===== src/rtl/aes_ctrl_pkg.sv =====
// Shared AES round-sequencer definitions: FSM state encoding, key-length codes and round counts.
package aes_ctrl_pkg;

    typedef enum logic [2:0] {
        ST_IDLE   = 3'd0,
        ST_ADD    = 3'd1,
        ST_SUB    = 3'd2,
        ST_SHIFT  = 3'd3,
        ST_MIX    = 3'd4,
        ST_KEYGEN = 3'd5,
        ST_DONE   = 3'd6
    } state_t;

    localparam logic [1:0] KEY_LEN_128  = 2'b00;
    localparam logic [1:0] KEY_LEN_192  = 2'b01;
    localparam logic [1:0] KEY_LEN_256  = 2'b10;
    localparam logic [1:0] KEY_LEN_RSVD = 2'b11;

    localparam int unsigned NR_128 = 10;
    localparam int unsigned NR_192 = 12;
    localparam int unsigned NR_256 = 14;

    // Reserved length never gets latched, so its return value is irrelevant.
    function automatic int unsigned nr_for_len(input logic [1:0] key_len);
        case (key_len)
            KEY_LEN_192: nr_for_len = NR_192;
            KEY_LEN_256: nr_for_len = NR_256;
            default:     nr_for_len = NR_128;
        endcase
    endfunction

endpackage


===== src/rtl/aes_stage_wdog.sv =====
// Per-state cycle watchdog: counts cycles spent in the current stage state.
// o_expire is combinational and high on the TIMEOUT-th cycle in the same state.
module aes_stage_wdog
    import aes_ctrl_pkg::*;
#(
    parameter int TIMEOUT = 255
) (
    input  logic clk,
    input  logic reset,
    input  logic i_active,
    input  logic i_restart,
    output logic o_expire
);

    localparam int CW = $clog2(TIMEOUT + 1);
    localparam logic [CW-1:0] LAST = CW'(TIMEOUT - 1);

    logic [CW-1:0] r_cnt;

    // Count 0 on the first cycle of a state, so count TIMEOUT-1 marks the TIMEOUT-th cycle.
    always_ff @(posedge clk) begin
        if (reset || i_restart || !i_active) begin
            r_cnt <= '0;
        end else if (r_cnt != LAST) begin
            r_cnt <= r_cnt + 1'b1;
        end
    end

    assign o_expire = i_active && (r_cnt == LAST);

endmodule


===== src/rtl/aes_round_seq.sv =====
// AES round sequencer: walks ADD/SUB/SHIFT/MIX/KEYGEN per round, registered level requests, one cycle per stage when strobes are ready.
// Optional per-stage watchdog under AES_ROUND_SEQ_WDOG_EN; otherwise stages wait indefinitely for their strobe.
module aes_round_seq
    import aes_ctrl_pkg::*;
#(
    parameter int CNT_W         = 4,
    parameter int STAGE_TIMEOUT = 255
) (
    input  logic             clk,
    input  logic             reset,
    input  logic             i_start,
    input  logic [1:0]       i_key_len,
    input  logic             i_abort,
    input  logic             i_add_done,
    input  logic             i_sub_done,
    input  logic             i_shift_done,
    input  logic             i_mix_done,
    input  logic             i_key_ready,
    output logic             o_add_req,
    output logic             o_sub_req,
    output logic             o_shift_req,
    output logic             o_mix_req,
    output logic             o_key_req,
    output logic [CNT_W-1:0] o_round,
    output logic             o_busy,
    output logic             o_done,
    output logic             o_error
);

    state_t           r_state;
    state_t           w_next;
    logic [1:0]       r_key_len;
    logic [CNT_W-1:0] r_round;
    logic [CNT_W-1:0] w_round_nx;
    logic [CNT_W-1:0] w_nr;
    logic             w_accept;
    logic             w_error_nx;
    logic             r_add_req, r_sub_req, r_shift_req, r_mix_req, r_key_req;
    logic             r_busy, r_done, r_error;

    assign w_nr = CNT_W'(nr_for_len(r_key_len));

`ifdef AES_ROUND_SEQ_WDOG_EN
    logic w_wdog_expire;
    logic w_stage_active;

    assign w_stage_active = (r_state == ST_ADD) || (r_state == ST_SUB) ||
                            (r_state == ST_SHIFT) || (r_state == ST_MIX) ||
                            (r_state == ST_KEYGEN);

    aes_stage_wdog #(
        .TIMEOUT (STAGE_TIMEOUT)
    ) u_wdog (
        .clk       (clk),
        .reset     (reset),
        .i_active  (w_stage_active),
        .i_restart (w_next != r_state),
        .o_expire  (w_wdog_expire)
    );
`else
    logic w_unused_timeout;
    assign w_unused_timeout = (STAGE_TIMEOUT > 0);
`endif

    // Requests mirror the state register, so gating strobes on them ignores strobes from other stages.
    always_comb begin
        w_next     = r_state;
        w_round_nx = r_round;
        w_accept   = 1'b0;
        w_error_nx = 1'b0;
        case (r_state)
            ST_IDLE: begin
                if (i_start) begin
                    if (i_key_len == KEY_LEN_RSVD) begin
                        w_error_nx = 1'b1;
                    end else begin
                        w_next     = ST_ADD;
                        w_round_nx = '0;
                        w_accept   = 1'b1;
                    end
                end
            end
            ST_ADD: begin
                if (r_add_req && i_add_done) begin
                    if (r_round == w_nr) begin
                        w_next = ST_DONE;
                    end else begin
                        w_next     = ST_SUB;
                        w_round_nx = r_round + 1'b1;
                    end
                end
            end
            ST_SUB: begin
                if (r_sub_req && i_sub_done) w_next = ST_SHIFT;
            end
            ST_SHIFT: begin
                // Final round skips MixColumns.
                if (r_shift_req && i_shift_done) w_next = (r_round < w_nr) ? ST_MIX : ST_KEYGEN;
            end
            ST_MIX: begin
                if (r_mix_req && i_mix_done) w_next = ST_KEYGEN;
            end
            ST_KEYGEN: begin
                if (r_key_req && i_key_ready) w_next = ST_ADD;
            end
            ST_DONE: w_next = ST_IDLE;
            default: w_next = ST_IDLE;
        endcase

`ifdef AES_ROUND_SEQ_WDOG_EN
        // A strobe arriving on the expiry cycle still wins.
        if (w_wdog_expire && (w_next == r_state)) begin
            w_next     = ST_IDLE;
            w_error_nx = 1'b1;
        end
`endif

        if (i_abort) begin
            w_next     = ST_IDLE;
            w_round_nx = r_round;
            w_accept   = 1'b0;
            w_error_nx = 1'b0;
        end
    end

    always_ff @(posedge clk) begin
        if (reset) begin
            r_state     <= ST_IDLE;
            r_round     <= '0;
            r_key_len   <= KEY_LEN_128;
            r_add_req   <= 1'b0;
            r_sub_req   <= 1'b0;
            r_shift_req <= 1'b0;
            r_mix_req   <= 1'b0;
            r_key_req   <= 1'b0;
            r_busy      <= 1'b0;
            r_done      <= 1'b0;
            r_error     <= 1'b0;
        end else begin
            r_state     <= w_next;
            r_round     <= w_round_nx;
            r_add_req   <= (w_next == ST_ADD);
            r_sub_req   <= (w_next == ST_SUB);
            r_shift_req <= (w_next == ST_SHIFT);
            r_mix_req   <= (w_next == ST_MIX);
            r_key_req   <= (w_next == ST_KEYGEN);
            r_busy      <= (w_next != ST_IDLE);
            r_done      <= (w_next == ST_DONE);
            r_error     <= w_error_nx;
            if (w_accept) r_key_len <= i_key_len;
        end
    end

    assign o_add_req   = r_add_req;
    assign o_sub_req   = r_sub_req;
    assign o_shift_req = r_shift_req;
    assign o_mix_req   = r_mix_req;
    assign o_key_req   = r_key_req;
    assign o_round     = r_round;
    assign o_busy      = r_busy;
    assign o_done      = r_done;
    assign o_error     = r_error;

endmodule


===== config.mk =====
export PLATFORM = sky130hd
export DESIGN_NAME = aes_round_seq
export DESIGN_NICKNAME = d
export VERILOG_FILES = /design/src/rtl/aes_ctrl_pkg.sv /design/src/rtl/aes_stage_wdog.sv /design/src/rtl/aes_round_seq.sv
export SDC_FILE = /design/constraint.sdc
export NUM_CORES = 1
export LEC_CHECK = 0
export BUFFER_PORTS_ARGS = -buffer_cell sky130_fd_sc_hd__buf_2
export CORE_MARGIN = 2
export CORE_UTILIZATION = 50
export CTS_CLUSTER_SIZE = 20
export DETAILED_ROUTE_END_ITERATION = 7
export PLACE_DENSITY = 0.75
export REMOVE_ABC_BUFFERS = 1
export SYNTH_ARGS = -nofsm -noshare
export SYNTH_HDL_FRONTEND = slang
export SYNTH_SLANG_ARGS = --single-unit

===== constraint.sdc =====
create_clock -name clk -period 3.6 [get_ports clk]
set_input_delay 0.36 -clock clk [delete_from_list [all_inputs] [get_ports clk]]
set_output_delay 0.36 -clock clk [all_outputs]
set_load 0.005 [all_outputs]

# Word-level counts from Yosys, hierarchy flattened
# Cells that the tools add are included.
# W data, S select, Z words.
[classes]
n_eq_ne = 19
n_lt_le_gt_ge = 1
reduce_logical = 10
n_bitwise = 3
addsub = 1
n_mux = 22
[op_table]
columns = ["op", "n"]
rows = [
  ["$mux W3", 9],
  ["$pmux W3 S6", 1],
  ["$mux W4", 4],
  ["$eq A3 B3 Y1 const B", 5],
  ["$eq A3 B2 Y1 const B", 4],
  ["$ne A2 B2 Y1 const B", 4],
  ["$pmux W4 S2", 1],
  ["$eq A3 B1 Y1 const B", 2],
  ["$mux W1", 6],
  ["$pmux W3 S2", 1],
  ["$reduce_and A6 Y1", 1],
  ["$logic_and A1 B1 Y1", 5],
  ["$add A4 B1 Y4 const B", 1],
  ["$eq A2 B2 Y1 const B", 2],
  ["$eq A4 B4 Y1", 1],
  ["$lt A4 B4 Y1", 1],
  ["$reduce_or A4 Y1", 1],
  ["$logic_not A3 Y1", 1],
  ["$not A1 Y1", 3],
  ["$reduce_bool A3 Y1", 1],
  ["$eq A2 B1 Y1 const B", 1],
  ["$reduce_bool A2 Y1", 1],
]
[totals]
ff_bits = 17
output_inout_bits = 12
input_bits = 11

# Depth between registers and ports, before layout
[logic_depth]
depth_word = 8
depth_mapped = 9

# Worst setup path before layout
# Ideal clock, no wire load.
[synth_path]
path_type = "register to register"
startpoint = "register r_key_len[1]"
endpoint = "register r_mix_req, in the netlist o_mix_req"
path_slack_ns = 1.809
t_required_ns = 3.520
synth_period_minus_slack_ns = 1.791
arrival_ns = 1.711
stages_incl_launch_ff = 9
n_path_buf = 0
cell_sequence = "dfxtp_1 > inv_1 > ha_1 > ha_1 > nor2b_1 > o21ai_0 > a31oi_1 > nor4_4 > nor3b_1"
[synth_between]
elab_chain_cells = 8
word_cells_on_any_way = 12
classes_between = "order compare (1); eq/ne (4); mux (7)"
[synth_rtl]
columns = ["element", "line", "rtl"]
rows = [
  ["start: declaration", "aes_round_seq.sv:32", "logic [1:0] r_key_len;"],
  ["start signal: assignment", "aes_round_seq.sv:150", "if (w_accept) r_key_len <= i_key_len;"],
  ["$eq A2 B2 Y1 / $eq A2 B1 Y1 (equally long branches)", "aes_ctrl_pkg.sv:25", "case (key_len)"],
  ["$pmux W3 S2 (*)", "aes_ctrl_pkg.sv:25", ""],
  ["$lt A4 B4 Y1 / $eq A4 B4 Y1 (equally long branches)", "aes_round_seq.sv:98, aes_round_seq.sv:85", ""],
  ["$mux W1 / $mux W3 (equally long branches)", "aes_round_seq.sv:98, aes_round_seq.sv:85", ""],
  ["$mux W3 (on tied branches)", "aes_round_seq.sv:98, aes_round_seq.sv:84", ""],
  ["$pmux W3 S6 (*)", "aes_round_seq.sv:71", "case (r_state)"],
  ["$mux W3 (*)", "aes_round_seq.sv:118", "if (i_abort) begin"],
  ["$eq A3 B3 Y1 (*)", "aes_round_seq.sv:145", "r_mix_req <= (w_next == ST_MIX);"],
  ["end signal: assignment", "aes_round_seq.sv:145", ""],
  ["end: declaration", "aes_round_seq.sv:38", "logic r_add_req, r_sub_req, r_shift_req, r_mix_req, r_key_req;"],
]
# Mark *: on every way between the ends. The rest lies on a longest branch, timed or not.
# A chain may end at the register's enable or synchronous reset.

# Worst setup path after layout
# Same ends and word-level chain as after synthesis.

==> results by group <==
STA
  – RSZ-0062 raised after global routing: no
  – Setup Skew: 1.36 ps
  – Post-route clock period utilization: 0.552
  – Transition at the pin with the smallest max-transition slack: 646 ps
  – Number of hold violations in the final report: 0
  – Total negative slack for setup checks: 0 ps
  – Final setup violation count: 0
  – Rel. slew slack: 0.567
  – Maximum clock frequency: 0.503 GHz
  – Min Clock Period, post-route: 1990 ps
  – Final Max Tran Viols: 0

Logic synthesis
  – Per-instance average area after synthesis: 8.80 um2
  – Combined area of all synthesized cells: 836 um2
  – Flip-flop and latch count after synthesis: 17
  – Compound-gate portion of the synthesized area: 0.120
  – Simple-gate share of the synthesized area: 0.358
  – Adder-cell area share of the yosys netlist: 0.0599
  – Count of mapped cells out of synthesis: 95
  – Xor-xnor portion of the synthesized cell area: 0.0210
  – Count of distinct cell types in the synthesized netlist: 30
  – Yosys warnings: 0
  – Largest family of logic cells by synthesized area: simple AND/OR/NAND/NOR gates
  – Mux share of post-synthesis cell area: 0
  – Share of synthesized area occupied by flip-flops and latches: 0.407

Layout
  – Register area: 340 um2
  – Area of the multi-input gates: 467 um2
  – Filler Cell Count: 142
  – Layout overhead on the synthesized area: 18.0%
  – Antenna diodes: 0
  – Number of nets at the end of the flow: 135
  – Share of final-layout standard cells stronger than drive strength 1: 0.269

Run status
  – Status: complete, no violations

Placement
  – Placed wire-length estimate: 1.40 mm
  – PortBufs: 22
  – Gpl congestion: 0.768

Global route
  – Global-route wire length before repair: 3.06 mm
  – Total track usage: 0.214
  – Largest net degree at the start of global routing: 12
  – Initial antenna violation count: 0
  – Vias in the first global route: 678
  – Total grt overflow: 0

Clock tree
  – Maximum number of buffers from clock root to sink: 2
  – Clock-pin transition on the worst setup and hold timing paths: 110 ps
  – Post-CTS resize count: 0
  – Root Buffer Master: sky130_fd_sc_hd__clkbuf_4
  – Clock tree from TritonCTS: yes
  – Number of buffers inserted for hold repair after clock tree synthesis: 0
  – Post-CTS setup buffers: 0
  – CTS buffer count: 3
  – TritonCTS Sinks: 17
  – H-tree levels: 1
  – Clk Latency, worst-skew pair: 300 ps

Worst hold path
  – Min-Delay Path Class: in -> reg
  – Worst hold path cell count: 2

Pwr
  – Max VDD drop: 0.298 mV
  – PnR Total Power: 0.339 mW
  – Switching part of the total: 0.265
  – Leakage power total: 0.424 nW
  – Part of the total power dissipated in combinational logic: 0.103
  – Part of the power in registers: 0.571
  – Power dissipated by switching net loads: 0.0899 mW
  – Internal power consumption: 0.249 mW
  – Power share of the clock group: 0.327
  – Power density relative to cell area: 344 nW/um2

Worst setup path
  – Cell repeated most along the worst path: sky130_fd_sc_hd__ha_1
  – Worst-case reg-to-reg path depth: 8
  – Worst Path Arrival: 2220 ps
  – Startpoint-to-endpoint class of the critical path: reg -> reg
  – Sort of element at the end of the critical path: flop
  – Crit Path Max Fanout: 7
  – Critical path startpoint category: flop
  – Slowest stage cell, crit path: sky130_fd_sc_hd__dfxtp_1
  – Longest individual stage delay on the worst path: 340 ps
  – Required time at the endpoint of the critical path: 3830 ps
  – Critical Path, Cell by Cell: inv_1, ha_1, ha_1, nor2b_1, o21ai_0, a31oi_1, nor4_4, nor3b_1

Detailed routing
  – Drt drc: 0
  – Via-to-Cell Ratio: 5.63
  – Detailed-routing iteration count for the pre-antenna-repair pass: 4
  – Starting DRC count in detailed routing: 12
  – Total wire length: 1.82 mm
  – Total via count in the routed design: 760
  – Routed wirelength normalized by instance count: 13.5 um
  – Count of antenna-violating nets left after detailed routing: 0

Floorplan
  – IO Count: 23
  – Die X-Extent: 44.9 um
  – Site Rows: 14
  – CORE AREA: 1540 um2
  – Die span in y: 44.9 um
  – Starting Density: 0.542
  – Area enclosed by the die boundary: 2010 um2

Flow run
  – Count of max-cap constraint violations: 0
[synthesized netlist by cell type]
cell type / count / share of area
sky130_fd_sc_hd__dfxtp_1: 17 / 0.41
sky130_fd_sc_hd__nor3b_4: 1 / 0.022
sky130_fd_sc_hd__and3_1: 2 / 0.015
sky130_fd_sc_hd__a32oi_1: 1 / 0.010
sky130_fd_sc_hd__a31oi_1: 4 / 0.030
sky130_fd_sc_hd__nor3_2: 1 / 0.012
sky130_fd_sc_hd__a21oi_1: 2 / 0.012
sky130_fd_sc_hd__nor4_4: 1 / 0.025
sky130_fd_sc_hd__nor4b_2: 1 / 0.018
sky130_fd_sc_hd__nor3b_2: 1 / 0.015
sky130_fd_sc_hd__nor2b_1: 1 / 0.0075
sky130_fd_sc_hd__a21o_1: 1 / 0.0090
sky130_fd_sc_hd__buf_2: 2 / 0.012
sky130_fd_sc_hd__or2_2: 1 / 0.0075
sky130_fd_sc_hd__nand3_1: 4 / 0.024
sky130_fd_sc_hd__nand2b_1: 2 / 0.015
sky130_fd_sc_hd__nor3_1: 5 / 0.030
sky130_fd_sc_hd__inv_1: 5 / 0.022
sky130_fd_sc_hd__nand3b_1: 2 / 0.018
sky130_fd_sc_hd__nand2_1: 6 / 0.027
sky130_fd_sc_hd__nor3b_1: 2 / 0.018
sky130_fd_sc_hd__o21ai_0: 5 / 0.030
sky130_fd_sc_hd__ha_1: 4 / 0.060
sky130_fd_sc_hd__xnor2_1: 2 / 0.021
sky130_fd_sc_hd__nor2_1: 15 / 0.067
sky130_fd_sc_hd__o22ai_1: 1 / 0.0075
sky130_fd_sc_hd__nand4b_1: 2 / 0.021
sky130_fd_sc_hd__and2_1: 2 / 0.015
sky130_fd_sc_hd__a211o_1: 1 / 0.010
sky130_fd_sc_hd__a41oi_1: 1 / 0.010
[placed cells by master (no fill, tap or decap), types with 2 or more instances in the layout]
cell and count:
sky130_fd_sc_hd__and2_1 2, sky130_fd_sc_hd__ha_1 4, sky130_fd_sc_hd__nand2b_1 2, sky130_fd_sc_hd__nor3_1 5, sky130_fd_sc_hd__buf_2 22, sky130_fd_sc_hd__nand2_1 6
sky130_fd_sc_hd__nor3b_1 2, sky130_fd_sc_hd__xnor2_1 2, sky130_fd_sc_hd__clkbuf_4 3, sky130_fd_sc_hd__nand3b_1 2, sky130_fd_sc_hd__nand4b_1 2, sky130_fd_sc_hd__and3_1 2
sky130_fd_sc_hd__nor2_1 15, sky130_fd_sc_hd__dfxtp_1 17, sky130_fd_sc_hd__a21oi_1 2, sky130_fd_sc_hd__nand3_1 4, sky130_fd_sc_hd__a31oi_1 4, sky130_fd_sc_hd__inv_1 5
sky130_fd_sc_hd__o21ai_0 5
[metrics by stage]
step	setup WS (ps)	area, um2	hold WS, ps	instances	util
2_1_floorplan	1810	826	429	93	-
6_report	1610	986	315	135	0.640
5_1_grt	1440	986	311	135	0.640
4_1_cts	1590	986	306	135	0.640
3_5_place_dp	1610	956	497	131	0.620
3_3_place_gp	1700	956	489	131	0.620
[worst max-delay path, delay by kind of cell, from the launching register on]
| kind | cells | cell delay [ps] |
|---|---|---|
| AOI/OAI and AO/OA | 2 | 280 |
| adders and majority gates | 2 | 570 |
| buffers and inverters | 1 | 40 |
| DFF | 1 | 340 |
| and+or+nand+nor | 3 | 670 |
[power groups by stage]
stage | clock network [mW] | logic, mW | registers [mW]
6_report | 0.111 | 0.0348 | 0.194
3_5_place_dp | 0 | 0.0347 | 0.198
4_1_cts | 0.114 | 0.0349 | 0.193
3_3_place_gp | 0 | 0.0333 | 0.198
5_1_grt | 0.120 | 0.0388 | 0.194
2_1_floorplan | 0 | 0.0208 | 0.197
[registers in the layout, summed over array words and instances, names as in the netlist]
name,flops
r_key_len,2
o_mix_req,1
o_busy,1
o_shift_req,1
o_sub_req,1
o_key_req,1
o_add_req,1
o_error,1
r_state,3
o_round,4
o_done,1
[final timing paths]
path / from / to / slack [ps]
setup / recovery: r_key_len[1] / o_mix_req / 1610
hold / removal: reset / o_round[1] / 320
setup reg to reg: r_key_len[1] / o_mix_req / 1610
hold reg to reg: r_key_len[1] / r_key_len[1] / 510
[layout make-up]
class / count / area share
clock buffer: 3 / 0.0228
clock inverter: 1 / 0.00761
inverter: 5 / 0.0190
multi-input combinational: 71 / 0.473
sequential: 17 / 0.345
tap: 16 / 0.0203
timing repair buffer: 22 / 0.112
[per-layer routing]
metal / GRT usage / up-vias / routed length (um)
met4: 0.118 / 0 / 37
met3: 0.0640 / 5 / 106
met2: 0.319 / 24 / 828
li1: - / 385 / -
met1: 0.277 / 346 / 844
met5: 0 / - / 0
[kinds of logic (layout without fill, tap and decap cells)]
family | count (synthesis) | after routing
buffers and inverters | 7 | 31
xor gates and xnor gates | 2 | 2
adders and majority gates | 4 | 4
AOI/OAI and AO/OA | 16 | 16
DFF | 17 | 17
and+or+nand+nor | 49 | 49
Note: power is estimated with default switching activity, not from simulation.
